`config.mk`:
```
export PLATFORM = sky130hd
export DESIGN_NAME = ysyx_23060124_rstctrl
export DESIGN_NICKNAME = d
export VERILOG_FILES = /design/src/rtl/ysyx_23060124_rstctrl.sv
export SDC_FILE = /design/constraint.sdc
export NUM_CORES = 1
export LEC_CHECK = 0
export CAP_MARGIN = 10
export CORE_MARGIN = 4
export CORE_UTILIZATION = 55
export CTS_CLUSTER_DIAMETER = 60
export DETAILED_ROUTE_END_ITERATION = 6
export PLACE_DENSITY_LB_ADDON = 0.2
export SLEW_MARGIN = 20
export SYNTH_ARGS = -nofsm -noshare
export SYNTH_HDL_FRONTEND = slang
export SYNTH_SLANG_ARGS = --single-unit
```
`constraint.sdc`:
```
create_clock -name i_clk -period 3 [get_ports i_clk]
set_clock_uncertainty 0.2 [all_clocks]
set_input_delay 0.6 -clock i_clk [delete_from_list [all_inputs] [get_ports i_clk]]
set_output_delay 0.6 -clock i_clk [all_outputs]
set_load 0.01 [all_outputs]
```
`src/rtl/ysyx_23060124_rstctrl.sv`:
```
// ysyx_23060124_rstctrl
//
// Sequences the peripheral, memory and core domain resets out of reset and
// orchestrates warm resets requested by software (with a bus-quiesce handshake)
// or by the watchdog.
//
// Sequence: HOLD (all domains in reset) -> REL_P (peripheral released)
//           -> REL_M (memory released) -> RUN (core released).
// Warm reset from RUN: the watchdog goes straight to HOLD; a software request
// first passes through QUIESCE, waiting for the core to drain its bus traffic
// or for a timeout.
//
// Ports:
//   i_clk          system clock
//   i_rst_n        asynchronous active-low reset (already i_clk-aligned on release)
//   i_sw_rst_req   software reset request, level-sampled in RUN
//   i_wdt_rst      watchdog reset request, level-sampled in RUN/QUIESCE
//   i_quiesce_ack  core reports bus idle, only honoured in QUIESCE
//   o_periph_rst_n peripheral-domain reset, active-low
//   o_mem_rst_n    memory-domain reset, active-low
//   o_core_rst_n   core-domain reset, active-low
//   o_quiesce_req  asks the core to drain outstanding transactions
//   o_rst_cause    last reset cause: 00 POR, 01 SW, 10 WDT, 11 SW + quiesce timeout
//   o_busy         high whenever the controller is not in RUN
//
// T_HOLD, T_PERIPH, T_MEM and T_QTO must each lie in 1..2^CNT_W-1.

module ysyx_23060124_rstctrl #(
  parameter int unsigned T_HOLD   = 16,
  parameter int unsigned T_PERIPH = 4,
  parameter int unsigned T_MEM    = 8,
  parameter int unsigned T_QTO    = 64,
  parameter int unsigned CNT_W    = 8
) (
  input  logic       i_clk,
  input  logic       i_rst_n,
  input  logic       i_sw_rst_req,
  input  logic       i_wdt_rst,
  input  logic       i_quiesce_ack,
  output logic       o_periph_rst_n,
  output logic       o_mem_rst_n,
  output logic       o_core_rst_n,
  output logic       o_quiesce_req,
  output logic [1:0] o_rst_cause,
  output logic       o_busy
);

  typedef enum logic [2:0] {
    StHold    = 3'd0,
    StRelP    = 3'd1,
    StRelM    = 3'd2,
    StRun     = 3'd3,
    StQuiesce = 3'd4
  } state_e;

  localparam logic [1:0] CausePor  = 2'b00;
  localparam logic [1:0] CauseSw   = 2'b01;
  localparam logic [1:0] CauseWdt  = 2'b10;
  localparam logic [1:0] CauseSwTo = 2'b11;

  // Terminal counts, sized to the counter so compares use the full width.
  localparam logic [CNT_W-1:0] L_HOLD_LAST   = CNT_W'(T_HOLD - 1);
  localparam logic [CNT_W-1:0] L_PERIPH_LAST = CNT_W'(T_PERIPH - 1);
  localparam logic [CNT_W-1:0] L_MEM_LAST    = CNT_W'(T_MEM - 1);
  localparam logic [CNT_W-1:0] L_QTO_LAST    = CNT_W'(T_QTO - 1);
  localparam logic [CNT_W-1:0] L_CNT_ONE     = CNT_W'(1);
  localparam logic [CNT_W-1:0] L_CNT_MAX     = {CNT_W{1'b1}};

  state_e           r_state;
  state_e           w_state_d;
  logic [CNT_W-1:0] r_cnt;
  logic [CNT_W-1:0] w_cnt_d;
  logic [1:0]       r_cause;
  logic [1:0]       w_cause_d;
  logic             r_periph_rst_n;
  logic             r_mem_rst_n;
  logic             r_core_rst_n;
  logic             r_quiesce_req;
  logic             r_busy;
  logic             w_periph_rst_n_d;
  logic             w_mem_rst_n_d;
  logic             w_core_rst_n_d;
  logic             w_quiesce_req_d;
  logic             w_busy_d;

  // Next-state and cause. Requests are only looked at in RUN and QUIESCE, so a
  // level held through the release sequence acts once RUN is reached.
  always_comb begin
    w_state_d = r_state;
    w_cause_d = r_cause;
    unique case (r_state)
      StHold: begin
        if (r_cnt == L_HOLD_LAST) w_state_d = StRelP;
      end
      StRelP: begin
        if (r_cnt == L_PERIPH_LAST) w_state_d = StRelM;
      end
      StRelM: begin
        if (r_cnt == L_MEM_LAST) w_state_d = StRun;
      end
      StRun: begin
        if (i_wdt_rst) begin
          w_state_d = StHold;
          w_cause_d = CauseWdt;
        end else if (i_sw_rst_req) begin
          w_state_d = StQuiesce;
        end
      end
      StQuiesce: begin
        // Watchdog beats a simultaneous ack; an ack beats a coincident timeout.
        if (i_wdt_rst) begin
          w_state_d = StHold;
          w_cause_d = CauseWdt;
        end else if (i_quiesce_ack) begin
          w_state_d = StHold;
          w_cause_d = CauseSw;
        end else if (r_cnt == L_QTO_LAST) begin
          w_state_d = StHold;
          w_cause_d = CauseSwTo;
        end
      end
      default: begin
        w_state_d = StHold;
      end
    endcase
  end

  // Counter clears on every state change and saturates instead of wrapping.
  always_comb begin
    w_cnt_d = r_cnt;
    if (w_state_d != r_state) begin
      w_cnt_d = '0;
    end else if (r_cnt != L_CNT_MAX) begin
      w_cnt_d = r_cnt + L_CNT_ONE;
    end
  end

  // Outputs are decoded from the next state so the registered copies change on
  // the same edge as the state itself.
  always_comb begin
    w_periph_rst_n_d = 1'b0;
    w_mem_rst_n_d    = 1'b0;
    w_core_rst_n_d   = 1'b0;
    w_quiesce_req_d  = 1'b0;
    w_busy_d         = 1'b1;
    unique case (w_state_d)
      StRelP: begin
        w_periph_rst_n_d = 1'b1;
      end
      StRelM: begin
        w_periph_rst_n_d = 1'b1;
        w_mem_rst_n_d    = 1'b1;
      end
      StRun: begin
        w_periph_rst_n_d = 1'b1;
        w_mem_rst_n_d    = 1'b1;
        w_core_rst_n_d   = 1'b1;
        w_busy_d         = 1'b0;
      end
      StQuiesce: begin
        w_periph_rst_n_d = 1'b1;
        w_mem_rst_n_d    = 1'b1;
        w_core_rst_n_d   = 1'b1;
        w_quiesce_req_d  = 1'b1;
      end
      default: begin
        w_busy_d = 1'b1;
      end
    endcase
  end

  always_ff @(posedge i_clk or negedge i_rst_n) begin
    if (!i_rst_n) begin
      r_state        <= StHold;
      r_cnt          <= '0;
      r_cause        <= CausePor;
      r_periph_rst_n <= 1'b0;
      r_mem_rst_n    <= 1'b0;
      r_core_rst_n   <= 1'b0;
      r_quiesce_req  <= 1'b0;
      r_busy         <= 1'b1;
    end else begin
      r_state        <= w_state_d;
      r_cnt          <= w_cnt_d;
      r_cause        <= w_cause_d;
      r_periph_rst_n <= w_periph_rst_n_d;
      r_mem_rst_n    <= w_mem_rst_n_d;
      r_core_rst_n   <= w_core_rst_n_d;
      r_quiesce_req  <= w_quiesce_req_d;
      r_busy         <= w_busy_d;
    end
  end

  assign o_periph_rst_n = r_periph_rst_n;
  assign o_mem_rst_n    = r_mem_rst_n;
  assign o_core_rst_n   = r_core_rst_n;
  assign o_quiesce_req  = r_quiesce_req;
  assign o_rst_cause    = r_cause;
  assign o_busy         = r_busy;

endmodule
```
==> metrics.csv <==
stage,metric,value,unit
sta,rsz0062_at_grt,false,
detailed_routing,postRouteAntennaNets,0,
critical_path,arrival,2.42,ns
pwr,ir_drop,0.000428,V
layout,nets,119,
layout,final_core_util,67.6,%
place,dpl_cell_area,1130,µm²
yosys,synth_top_area_share,42.4,%
layout,n_antenna_cell,0,
place,gp_congestion,0.786,
critical_path,endpoint_kind,flop,
critical_path,required,3.01,ns
clocking,insertion_delay,0.29,ns
yosys,synth_edf_count,0,
yosys,yosysMostFrequentCell,dfrtp_1,
sta,period_needed,2.41,ns
grt,antenna_found_initial,0,
yosys,seq_area_frac_synth,45.0,%
sta,drv_slew,0,
flow_run,drv_cap,0,
clocking,cts_max_level,1,
detailed_routing,drt_pass1_iterations,4,
yosys,yosysTopAreaCell,dfrtp_1,
grt,grt_pass1_vias,764,
sta,hold_viol_final,0,
floorplanning,die_area,2570,µm²
sta,finalSetupTns,0,ns
detailed_routing,routed.top_layer,met4,
detailed_routing,met1Wirelength,974,µm
layout,final_cells,137,
clocking,cts_tree,yes,
place,dp_hpwl,1.49,mm
clocking,hold_buffers,0,
clocking,cts_resized,0,
run_status,status,"complete, no violations",
clocking,clockRootBuffer,clkbuf_4,
pwr,power.density,703,nW/µm²
layout,fill_cells,137,
sta,worst_slack,0.588,ns
clocking,path_clk_slew,0.10,ns
detailed_routing,routed-wl-met3,77,µm
grt,grt_pass1_wl,3.41,mm
detailed_routing,drt_iter0_markers,23,
clocking,cts_setup_buffers,0,
floorplanning,die_width,50.7,µm
yosys,syn_area,1000,µm²
place,port_buffers,11,
floorplanning,ios,12,
detailed_routing,wl,2.05,mm
detailed_routing,wl_per_cell,15.0,µm
detailed_routing,vias,834,
grt,grt_usage,17.8,%
worst_hold_path,hold_path_class,flop to flop,
floorplanning,die_y,50.7,µm
critical_path,worstSetupPathType,primary input to flop,
yosys,synth_common_cells,"dfrtp_1 (17), a21oi_1 (11), nand2_1 (7), nor2_1 (5)",
yosys,ys.flop_type,dfrtp_1,
layout,drive_above_1_share,11.6,%
floorplanning,core_area,1730,µm²
sta,finalCritPeriodShare,80.4,%
sta,setup_viol,0,
clocking,cts_buffers,3,
yosys,ys_async_sr_fraction,100,%
place,preCtsSetupSlack,0.307,ns
yosys,netlist_instances,101,
floorplanning,start_util,58.1,%
detailed_routing,drc,0,
detailed_routing,met2_wirelength,954,µm
sta,max_freq,0.415,GHz
yosys,syn_nets,107,
layout,design_area,1170,µm²
yosys,synth.avg_cell_area,9.94,µm²
detailed_routing,viasPerCell,6.09,
sta,timing.hold.ws,0.374,ns
pwr,p_leak,0.494,nW
critical_path,worstSetupStartpointType,primary input,
layout,area_growth,16.3,%
yosys,ys_warn_count,0,
yosys,synth_cell_types,37,
clocking,numClockSinks,18,
yosys,ys_seq_elements,18,
grt,grt.overflow.total,0,
pwr,power,0.821,mW
grt,grt_start_max_net_pins,19,
sta,worst_pin_slew,0.785,ns
critical_path,cp_max_fo,8,
clocking,clock_path_buffers,2,
floorplanning,rows,15,
place,place_inst,133,
yosys,synth_area_leaders,"dfrtp_1 (42%), a21oi_1 (5.5%), xnor2_1 (3.5%)",
sta,slew_headroom,47.5,%
==> final timing paths <==
| kind | from | to | slack (ns) | depth (start not counted) |
|---|---|---|---|---|
| max | i_quiesce_ack | r_cnt[6] | 0.59 | 5 |
| min | r_cnt[6] | r_cnt[6] | 0.37 | 1 |
| min reg2reg | r_cnt[6] | r_cnt[6] | 0.37 | 1 |
| min in group asynchronous | i_rst_n | r_cnt[5] | 0.55 | 1 |
| max reg2reg | r_cnt[4] | r_cnt[5] | 0.81 | 4 |
| max in group asynchronous | i_rst_n | r_cnt[2] | 1.56 | 1 |
==> metal layers <==
metal  global-route usage [%]  vias up
met2                     28.5       21
met1                     22.8      409
li1                         -      400
met5                        0        -
met4                     9.42        0
met3                     2.97        4
==> sequential cells by signal, summed over array words and instances, names as in the netlist <==
name            cells
o_quiesce_req       1
r_state             3
o_rst_cause         2
o_mem_rst_n         1
o_periph_rst_n      1
r_cnt               8
o_core_rst_n        1
o_busy              1
==> critical path, cell delays in order <==
cell and delay (ns):
clkdlybuf4s50_1 0.46, or4_1 0.49, a31o_1 0.22, a211o_4 0.38, a221oi_2 0.27
==> layout make-up <==
class / count / area [µm²] / share of cell area [%]
clock buffers: 4 / 36.3 / 3.11
inverters: 3 / 11.3 / 0.965
multi-input cells: 75 / 519 / 44.5
flip-flops and latches: 18 / 452 / 38.7
well taps: 25 / 31.3 / 2.68
repair buffers: 12 / 118 / 10.1
==> layout by cell type, fill, tap and decap left out, types with 2 or more instances in the layout <==
master | synthesis | final
nor2_1 | 5 | 5
dfrtp_1 | 17 | 17
a21oi_1 | 11 | 11
and3_1 | 3 | 3
a22o_1 | 2 | 2
nand3_1 | 4 | 4
clkdlybuf4s50_1 | 0 | 11
a211oi_1 | 2 | 2
mux2i_1 | 2 | 2
nand3b_1 | 2 | 2
or3_1 | 2 | 2
a31oi_1 | 4 | 4
nor3_1 | 4 | 4
nand2b_1 | 2 | 2
clkbuf_4 | 0 | 3
inv_1 | 3 | 3
nand2_1 | 7 | 7
xnor2_1 | 4 | 4
o31ai_1 | 2 | 2
or4_1 | 3 | 3
==> logic make-up (layout without fill, tap and decap cells) <==
logic type / Yosys count / after routing / share of synthesized area, %
AND/OR/NAND/NOR: 40 / 40 / 23.7
AO/OA/AOI/OAI: 28 / 28 / 21.3
flip-flops: 18 / 18 / 45.0
buffers and inverters: 8 / 19 / 3.24
XOR/XNOR: 4 / 4 / 3.49
multiplexers: 2 / 2 / 2.00
adder cells (fa/ha/maj): 1 / 1 / 1.25
==> where the power goes <==
part | internal (mW) | switching, mW
Sequential | 0.297 | 0.0661
Clock | 0.0740 | 0.0775
Combinational | 0.145 | 0.161
No activity file was read; power rests on OpenSTA's default activity.
